[config.mk]
export PLATFORM = sky130hd
export DESIGN_NAME = ud_step_sequencer_flat
export DESIGN_NICKNAME = d
export VERILOG_FILES = /design/src/rtl/ud_seq_pkg.sv /design/src/rtl/ud_step_sequencer_if.sv /design/src/rtl/ud_seq_prescaler.sv /design/src/rtl/ud_step_sequencer.sv /design/src/flat_wrapper.sv
export SDC_FILE = /design/constraint.sdc
export NUM_CORES = 1
export LEC_CHECK = 0
export ABC_AREA = 1
export CORE_ASPECT_RATIO = 0.75
export CORE_MARGIN = 2
export CORE_UTILIZATION = 40
export DETAILED_ROUTE_END_ITERATION = 10
export DONT_BUFFER_PORTS = 1
export PLACE_DENSITY = 0.59
export SYNTH_ARGS = -nofsm -noshare
export SYNTH_HDL_FRONTEND = slang
export SYNTH_SLANG_ARGS = --single-unit
[constraint.sdc]
create_clock -name clk -period 2.3 [get_ports clk]
set_clock_uncertainty 0.1 [all_clocks]
set_input_delay 0.575 -clock clk [delete_from_list [all_inputs] [get_ports clk]]
set_output_delay 0.575 -clock clk [all_outputs]
set_load 0.01 [all_outputs]
[src/rtl/ud_seq_pkg.sv]
// Shared constants for the up/down step sequencer: FSM state encodings and mode codes.
package ud_seq_pkg;

  localparam logic [1:0] ST_IDLE = 2'd0;
  localparam logic [1:0] ST_UP   = 2'd1;
  localparam logic [1:0] ST_DOWN = 2'd2;
  localparam logic [1:0] ST_HOLD = 2'd3;

  localparam logic [1:0] MODE_UP     = 2'b00;
  localparam logic [1:0] MODE_DN     = 2'b01;
  localparam logic [1:0] MODE_BOUNCE = 2'b10;
  localparam logic [1:0] MODE_AUX    = 2'b11;

endpackage

[src/rtl/ud_step_sequencer_if.sv]
// Control/feedback bundle between a sequencer master and the ud_step_sequencer (slave).
interface ud_step_sequencer_if #(parameter int WIDTH = 4);

  logic             start;
  logic             stop;
  logic [1:0]       mode;
  logic [WIDTH-1:0] lo;
  logic [WIDTH-1:0] hi;
  logic [WIDTH-1:0] cnt;
  logic             step;
  logic             ud;
  logic             busy;
  logic             err;
  logic             done;

  modport master (
    output start, stop, mode, lo, hi, cnt,
    input  step, ud, busy, err, done
  );

  modport slave (
    input  start, stop, mode, lo, hi, cnt,
    output step, ud, busy, err, done
  );

endinterface

[src/rtl/ud_seq_prescaler.sv]
// Step pacing counter: tick is high for one cycle every PRESCALE enabled cycles.
module ud_seq_prescaler #(
  parameter int PRESCALE = 4
) (
  input  logic clk,
  input  logic rst,
  input  logic clr,
  input  logic en,
  output logic tick
);

  localparam int CW = (PRESCALE > 2) ? $clog2(PRESCALE) : 1;
  localparam logic [CW-1:0] LAST = CW'(PRESCALE - 1);

  logic [CW-1:0] r_cnt;

  assign tick = en && (r_cnt == LAST);

  // Free-running 0..PRESCALE-1 counter, restarted when a run begins
  always_ff @(posedge clk) begin
    if (rst) begin
      r_cnt <= {CW{1'b0}};
    end else if (clr) begin
      r_cnt <= {CW{1'b0}};
    end else if (en) begin
      if (r_cnt == LAST) begin
        r_cnt <= {CW{1'b0}};
      end else begin
        r_cnt <= r_cnt + CW'(1);
      end
    end else begin
      r_cnt <= r_cnt;
    end
  end

endmodule

[src/rtl/ud_step_sequencer.sv]
// Step/direction sequencer for an up/down counter: free-run up, free-run down, bounce.
// Optional single-sweep mode (mode 11) is compiled in with UD_SEQ_SWEEP_EN.
module ud_step_sequencer
  import ud_seq_pkg::*;
#(
  parameter int WIDTH    = 4,
  parameter int PRESCALE = 4
) (
  input logic                clk,
  input logic                rst,
  ud_step_sequencer_if.slave bus
);

  logic [1:0]       r_state;
  logic [1:0]       r_mode;
  logic [WIDTH-1:0] r_lo;
  logic [WIDTH-1:0] r_hi;
  logic             r_step;
  logic             r_ud;
  logic             r_busy;
  logic             r_err;

  logic [1:0]       w_state_nxt;
  logic             w_step_nxt;
  logic             w_ud_nxt;
  logic             w_err_nxt;
  logic             w_done_nxt;
  logic             w_tick;
  logic             w_run;
  logic             w_accept;

  assign w_run    = (r_state == ST_UP) || (r_state == ST_DOWN);
  assign w_accept = (r_state == ST_IDLE) && bus.start && !bus.stop;

  ud_seq_prescaler #(.PRESCALE(PRESCALE)) u_prescaler (
    .clk  (clk),
    .rst  (rst),
    .clr  (w_accept),
    .en   (w_run),
    .tick (w_tick)
  );

  // Next-state, step and direction decision; turnarounds use the live cnt at step time.
  // Inequalities keep the bounce inside the bounds even if cnt starts outside them.
  always_comb begin
    w_state_nxt = r_state;
    w_step_nxt  = 1'b0;
    w_ud_nxt    = r_ud;
    w_err_nxt   = r_err;
    w_done_nxt  = 1'b0;
    if (bus.stop) begin
      w_state_nxt = ST_IDLE;
    end else begin
      case (r_state)
        ST_IDLE: begin
          if (bus.start) begin
            w_err_nxt = 1'b0;
            case (bus.mode)
              MODE_UP: w_state_nxt = ST_UP;
              MODE_DN: w_state_nxt = ST_DOWN;
              MODE_BOUNCE: begin
                if (bus.lo > bus.hi) begin
                  w_state_nxt = ST_HOLD;
                  w_err_nxt   = 1'b1;
                end else if (bus.cnt < bus.hi) begin
                  w_state_nxt = ST_UP;
                end else begin
                  w_state_nxt = ST_DOWN;
                end
              end
`ifdef UD_SEQ_SWEEP_EN
              default: w_state_nxt = ST_UP;
`else
              default: w_state_nxt = ST_HOLD;
`endif
            endcase
          end else begin
            w_state_nxt = ST_IDLE;
          end
        end
        ST_UP: begin
          if (w_tick) begin
            if ((r_mode == MODE_BOUNCE) && (bus.cnt >= r_hi)) begin
              w_step_nxt  = 1'b1;
              w_ud_nxt    = 1'b1;
              w_state_nxt = ST_DOWN;
`ifdef UD_SEQ_SWEEP_EN
            end else if ((r_mode == MODE_AUX) && (bus.cnt >= r_hi)) begin
              w_done_nxt  = 1'b1;
              w_state_nxt = ST_IDLE;
`endif
            end else begin
              w_step_nxt = 1'b1;
              w_ud_nxt   = 1'b0;
            end
          end else begin
            w_state_nxt = ST_UP;
          end
        end
        ST_DOWN: begin
          if (w_tick) begin
            if ((r_mode == MODE_BOUNCE) && (bus.cnt <= r_lo)) begin
              w_step_nxt  = 1'b1;
              w_ud_nxt    = 1'b0;
              w_state_nxt = ST_UP;
            end else begin
              w_step_nxt = 1'b1;
              w_ud_nxt   = 1'b1;
            end
          end else begin
            w_state_nxt = ST_DOWN;
          end
        end
        ST_HOLD: w_state_nxt = ST_HOLD;
        default: w_state_nxt = ST_IDLE;
      endcase
    end
  end

  // State, latched run configuration and registered outputs
  always_ff @(posedge clk) begin
    if (rst) begin
      r_state <= ST_IDLE;
      r_mode  <= 2'b00;
      r_lo    <= {WIDTH{1'b0}};
      r_hi    <= {WIDTH{1'b0}};
      r_step  <= 1'b0;
      r_ud    <= 1'b0;
      r_busy  <= 1'b0;
      r_err   <= 1'b0;
    end else begin
      r_state <= w_state_nxt;
      r_step  <= w_step_nxt;
      r_ud    <= w_ud_nxt;
      r_busy  <= (w_state_nxt != ST_IDLE);
      r_err   <= w_err_nxt;
      if (w_accept) begin
        r_mode <= bus.mode;
        r_lo   <= bus.lo;
        r_hi   <= bus.hi;
      end else begin
        r_mode <= r_mode;
        r_lo   <= r_lo;
        r_hi   <= r_hi;
      end
    end
  end

`ifdef UD_SEQ_SWEEP_EN
  logic r_done;

  // Sweep completion pulse
  always_ff @(posedge clk) begin
    if (rst) begin
      r_done <= 1'b0;
    end else begin
      r_done <= w_done_nxt;
    end
  end

  assign bus.done = r_done;
`else
  logic w_done_unused;
  assign w_done_unused = w_done_nxt;
  assign bus.done      = 1'b0;
`endif

  assign bus.step = r_step;
  assign bus.ud   = r_ud;
  assign bus.busy = r_busy;
  assign bus.err  = r_err;

endmodule
[src/flat_wrapper.sv]
// flat-port wrapper written by rule: the top's interface ports become plain ports
module ud_step_sequencer_flat import ud_seq_pkg::*;
#(
  parameter int WIDTH    = 4,
  parameter int PRESCALE = 4
)
  (clk, rst, bus_start, bus_stop, bus_mode, bus_lo, bus_hi, bus_cnt, bus_step, bus_ud, bus_busy, bus_err, bus_done);
  ud_step_sequencer_if #(.WIDTH(WIDTH)) bus_i ();
  input logic clk;
  input logic rst;
  input wire logic [$bits(bus_i.start)-1:0] bus_start;
  input wire logic [$bits(bus_i.stop)-1:0] bus_stop;
  input wire logic [$bits(bus_i.mode)-1:0] bus_mode;
  input wire logic [$bits(bus_i.lo)-1:0] bus_lo;
  input wire logic [$bits(bus_i.hi)-1:0] bus_hi;
  input wire logic [$bits(bus_i.cnt)-1:0] bus_cnt;
  output wire logic [$bits(bus_i.step)-1:0] bus_step;
  output wire logic [$bits(bus_i.ud)-1:0] bus_ud;
  output wire logic [$bits(bus_i.busy)-1:0] bus_busy;
  output wire logic [$bits(bus_i.err)-1:0] bus_err;
  output wire logic [$bits(bus_i.done)-1:0] bus_done;
  assign bus_i.start = bus_start;
  assign bus_i.stop = bus_stop;
  assign bus_i.mode = bus_mode;
  assign bus_i.lo = bus_lo;
  assign bus_i.hi = bus_hi;
  assign bus_i.cnt = bus_cnt;
  assign bus_step = bus_i.step;
  assign bus_ud = bus_i.ud;
  assign bus_busy = bus_i.busy;
  assign bus_err = bus_i.err;
  assign bus_done = bus_i.done;
  ud_step_sequencer #(.WIDTH(WIDTH), .PRESCALE(PRESCALE)) u_core (.clk(clk), .rst(rst), .bus(bus_i));
endmodule
==> After elaboration in Yosys (flattened, before gate mapping) <==
Cells that the tools add are included.
{ "word_totals": {"ff_bits": 18, "inputBits": 18, "output_inout_bits": 5, "word_cells": 60} }
{ "op_classes": {"n_addsub": 1, "order_cmp": 4, "n_eq_ne": 9, "mux": 19, "bitwise": 2, "reduce_logical": 16} }
{ "ops": {"columns": ["cell", "count"], "rows": [
  ["2-bit 2-to-1 mux", 9],
  ["2-bit == test, second input constant", 5],
  ["2-bit case mux with 4 select lines", 1],
  ["1-bit 2-to-1 mux", 7],
  ["2-bit case mux with 3 select lines", 1],
  ["1-bit logical AND", 5],
  ["2-bit by 1-bit == test with 1-bit output, second input constant", 2],
  ["4-bit greater-or-equal comparator", 1],
  ["4-bit greater-than comparator", 1],
  ["4-bit <= comparator", 1],
  ["2-bit logical NOT", 2],
  ["4-bit less-than comparator", 1],
  ["2-bit inequality test, second input constant", 2],
  ["4-bit AND reduction", 1],
  ["2-bit nonzero test", 2],
  ["2-bit OR reduction", 2],
  ["3-bit AND reduction", 1],
  ["3-bit OR reduction", 1],
  ["2-bit by 1-bit adder with 2-bit output, second input constant", 1],
  ["1-bit inverter", 2],
  ["1-bit case mux with 2 select lines", 1],
  ["1-bit logical NOT", 1],
  ["1-bit logical OR", 1]
]} }

==> Logic depth before layout (Yosys ltp) <==
{ "logic_depth": {"depth_word": 8, "depth_mapped": 15, "mapped_depth_nobuf": 15} }

==> By module <==
Synthesis repeated with hierarchy kept, for this count alone.
{ "hier_totals": {"hier_cells": 183, "area_unflattened_um2": 1277.5} }
{ "by_module_without_submodules": {"columns": ["module", "instances", "cells_per_inst", "area_each_um2", "seq_area_each_um2"], "rows": [
  ["ud_step_sequencer", 1, 167, 1172.4, 320.3],
  ["ud_seq_prescaler", 1, 16, 105.1, 40.0]
]} }

==> Worst setup path before layout <==
OpenSTA, ideal clock, no wires.
{ "synth_path": {"kind": "input -> register", "from": "input port bus_hi[3]", "to": "register u_core.r_busy, in the netlist u_core.bus.busy", "setup_ns": 0.113, "arrival_time_ns": 1.524, "required_ns": 2.087, "setup_slack_ns": 0.563, "stages": 12, "n_path_buf": 0, "path_cell_list": "inv_1 ha_1 nand2_1 inv_2 nand2_1 nand2_1 nand2_2 nand2_1 o21bai_1 a21oi_1 nand2_1 nand2_1"} }
{ "synth_between": {"elab_chain_len": 8, "word_cells_on_any_way": 9, "cone_classes": "order compare (2); mux (6); reduce/logical (1)"} }
{ "synth_rtl": {"columns": ["element", "line", "text"], "rows": [
  ["start: declaration", "flat_wrapper.sv:15", "input wire logic [$bits(bus_i.hi)-1:0] bus_hi;"],
  ["4-bit less-than comparator", "ud_step_sequencer.sv:65", "end else if (bus.cnt < bus.hi) begin"],
  ["2-bit 2-to-1 mux", "ud_step_sequencer.sv:65", null],
  ["2-bit 2-to-1 mux (*)", "ud_step_sequencer.sv:62", "if (bus.lo > bus.hi) begin"],
  ["2-bit case mux with 3 select lines (*)", "ud_step_sequencer.sv:58", "case (bus.mode)"],
  ["2-bit 2-to-1 mux (*)", "ud_step_sequencer.sv:56", "if (bus.start) begin"],
  ["2-bit case mux with 4 select lines (*)", "ud_step_sequencer.sv:54", "case (r_state)"],
  ["2-bit 2-to-1 mux (*)", "ud_step_sequencer.sv:51", "if (bus.stop) begin"],
  ["2-bit nonzero test (*)", "ud_step_sequencer.sv:135", "r_busy <= (w_state_nxt != ST_IDLE);"],
  ["end signal: assignment", "ud_step_sequencer.sv:135", null],
  ["end: declaration", "ud_step_sequencer.sv:20", "logic r_busy;"]
]} }
Mark *: on every way between the ends. The rest lies on a longest branch, timed or not.
A chain may end at the register's enable or synchronous reset.

==> Worst setup path in the final report <==
{ "layout_path": {"from": "register u_core.r_state[0]", "to": "register u_core.r_hi[3]"} }
{ "layout_between": {"elab_chain_len": 3} }
{ "layout_rtl": {"columns": ["element", "line", "text"], "rows": [
  ["start: declaration", "ud_step_sequencer.sv:14", "logic [1:0] r_state;"],
  ["start signal: assignment", "ud_step_sequencer.sv:132", "r_state <= w_state_nxt;"],
  ["2-bit logical NOT", "ud_step_sequencer.sv:33", "assign w_accept = (r_state == ST_IDLE) && bus.start && !bus.stop;"],
  ["1-bit logical AND (2 in series)", "ud_step_sequencer.sv:33", null],
  ["end signal: assignment", "ud_step_sequencer.sv:126", "r_hi <= {WIDTH{1'b0}};"],
  ["end signal: assignment", "ud_step_sequencer.sv:140", "r_hi <= bus.hi;"],
  ["end signal: assignment", "ud_step_sequencer.sv:144", "r_hi <= r_hi;"],
  ["end: declaration", "ud_step_sequencer.sv:17", "logic [WIDTH-1:0] r_hi;"]
]} }
No other way between the ends.

==> flow_summary.yaml <==
detailed_routing:
  vias: 1046
  wire_per_inst_um: 11.8
  drtIter0Drc: 25
  finalWirelength_um: 2520
  drtAntennaViolNets: 0
  route.detailed.drc: 0
  drt-pass1-iter-count: 4
  viasPerCell: 4.89
clock_tree:
  cts-resized-gates: 0
  clock-sinks: 18
  cts_buffers: 3
  ctsHoldBuffers: 0
  clkLatencyLatePin_ns: 0.26
  cts_setup_buffers: 0
  htree_levels: 1
  clockBufferDepth: 2
  clk_pin_slew_ns: 0.07
  cts_tree: "built"
  cts-root-buf: "clkbuf_8"
grt:
  grt.total_usage_pct: 17.3
  met1_usage_pct: 22.5
  grt_max_degree: 12
  antenna_found_initial: 0
  grt_pass1_vias: 1039
  globalRoute.totalOverflow: 0
  use_met2_pct: 27.1
  use_met3_pct: 6.88
  grt_first_pass_wirelength_um: 4610
  top_usage_layer: "met2"
outcome:
  status: "completed"
synthesis:
  yosysSeqAreaShare_pct: 28.6
  syn_nets: 213
  synth_warnings: 0
  synth_area_mm2: 0.00126
  synth_seq_cells: 18
  synth_top_area_share_pct: 28.6
  synth.avg_cell_area_um2: 7.25
  synthTopCellsByArea: "dfxtp_1 (29%), ha_1 (21%), nand2_1 (11%), inv_1 (9.8%), nand3_1 (4.4%)"
  yosysTopAreaCell: "dfxtp_1"
  ys_types: 24
  syn_inst: 174
timing:
  tns_ns: 0
  period_share_pct: 74.9
  min_period_ns: 1.72
  hold_violations: 0
  max_freq_mhz: 580
  final_max_slew_viol_count: 0
  setup_viol: 0
  rsz0062_at_grt: "no"
power:
  total_leakage_power_nw: 0.702
  ir_drop_uv: 307
  power_density_mw_per_mm2: 565
worst_hold_path:
  min_path_type: "in2reg"
  whs_endpoint: "u_core.bus.err"
  hp-start: "bus_mode[0]"
  worstHoldPathCells: 1
floorplan:
  start_util_pct: 42.4
  io_pins: 23
  dieArea_mm2: 0.00362
  fp.dieH_um: 52.6
  die_w_um: 68.8
  core_mm2: 0.00298
  rows: 17
critical_path:
  r2r_end: "u_core.r_hi[3]"
  worstPathArrival_ns: 1.80
  critPathTopFamily: "simple AND/OR/NAND/NOR gates"
  crit_path_end_kind: "flop"
  slowest_stage: "dfxtp_1"
  reg2reg_from: "u_core.r_state[0]"
  start_kind: "flop"
  slowest_delay_ns: 0.39
  worst-path-buf-inv: 1
  path_max_fanout: 11
  path_cells: "inv_1, ha_1, nand3_1, nand2_1, o22ai_1"
  critPathKind: "reg2reg"
  r2r_slack_ns: 0.58
  reg2reg_depth: 5
  worstPathRequired_ns: 2.38
cells_and_area:
  stdcell_area_mm2: 0.00135
  final_cell_mix: "nand2_1 (38), inv_1 (33), ha_1 (21), dfxtp_1 (18), nand3_1 (11)"
  nets: 216
  n_antenna_cell: 0
  drive_gt1_share_pct: 9.66
  layout_commonest_cell: "nand2_1"
  syn_to_final_growth_pct: 7.14
placed_design:
  postPlaceCellArea_mm2: 0.00130
  portBuffers: 0
  place_congestion: 0.799
  dp_hpwl_um: 2070
run:
  maxCapViolCount: 0
## cell families (layout without fill, tap and decap cells)
kind of cell / after synthesis / in the layout / share of synthesized area (%)
simple gates: 64 / 64 / 23.6
other cells: 1 / 1 / 0.297
buf+inv: 40 / 42 / 12.3
fa+ha+maj: 21 / 21 / 20.8
flops: 18 / 18 / 28.6
compound gates: 30 / 30 / 14.4
## power breakdown
group / leakage, nW / internal [W] / total (W) / switching (W)
Clock: 0.0288 / 0.000152 / 0.000262 / 0.000110
Combinational: 0.526 / 0.0000605 / 0.000159 / 0.0000983
Sequential: 0.147 / 0.000330 / 0.000343 / 0.0000121
Total: 0.702 / 0.000543 / 0.000763 / 0.000220
## through the flow
step / utilization [%] / hold slack [ns] / power (W) / std cells / worst slack, ns
global route: 45.4 / 0.297 / 0.000826 / 214 / 0.433
global placement: 43.5 / 0.342 / 0.000503 / 210 / 0.452
CTS: 45.4 / 0.304 / 0.000773 / 214 / 0.557
detailed placement: 43.5 / 0.351 / 0.000509 / 210 / 0.414
floorplan: - / 0.333 / 0.000478 / 174 / 0.563
finish: 45.4 / 0.311 / 0.000763 / 214 / 0.577
## registers in the layout, summed over array words and instances, names as in the netlist
| name | cells |
|---|---|
| u_core.bus.busy | 1 |
| u_core.bus.err | 1 |
| u_core.bus.step | 1 |
| u_core.bus.ud | 1 |
| u_core.r_hi | 4 |
| u_core.r_lo | 4 |
| u_core.r_mode | 2 |
| u_core.r_state | 2 |
| u_core.u_prescaler.r_cnt | 2 |
## metal layers
metal	part of all wire, %	up-vias
met1	50	457
met5	0	-
met4	0.83	0
met3	6.7	5
met2	43	25
li1	-	559
## how the worst max path moves through the flow
stage / startpoint / endpoint / slack, ns / cells past startpoint
finish: u_core.r_state[0] / u_core.r_hi[3] / 0.58 / 5
global route: u_core.r_state[0] / u_core.r_hi[3] / 0.43 / 5
CTS: u_core.r_state[0] / u_core.r_hi[3] / 0.56 / 5
detailed placement: bus_hi[3] / u_core.bus.busy / 0.41 / 12
global placement: bus_hi[3] / u_core.bus.busy / 0.45 / 12
floorplan: bus_hi[3] / u_core.bus.busy / 0.56 / 12
## worst register-to-register path, cell delays in order, from the launching register on
cell and delay, ns:
dfxtp_1 0.39, inv_1 0.11, ha_1 0.24, nand3_1 0.32, nand2_1 0.27, o22ai_1 0.22
## cells in the mapped netlist, drive strengths merged
master / n
nor2: 9
a21oi: 11
buf: 2
o41ai: 1
nor3: 1
conb: 1
inv: 38
nand3: 13
nand4: 1
nand2: 40
o21ai: 10
o21bai: 2
o22ai: 4
dfxtp: 18
a21o: 1
ha: 21
o2111ai: 1
## area by class of cell
| type | count | area [um2] |
|---|---|---|
| Tap cell | 38 | 47.5 |
| Inverter | 38 | 143 |
| Clock buffer | 4 | 55.1 |
| Sequential cell | 18 | 360 |
| Multi-Input combinational cell | 116 | 746 |
| Fill cell | 314 | 1630 |
Power figures use the tool's default switching activity.
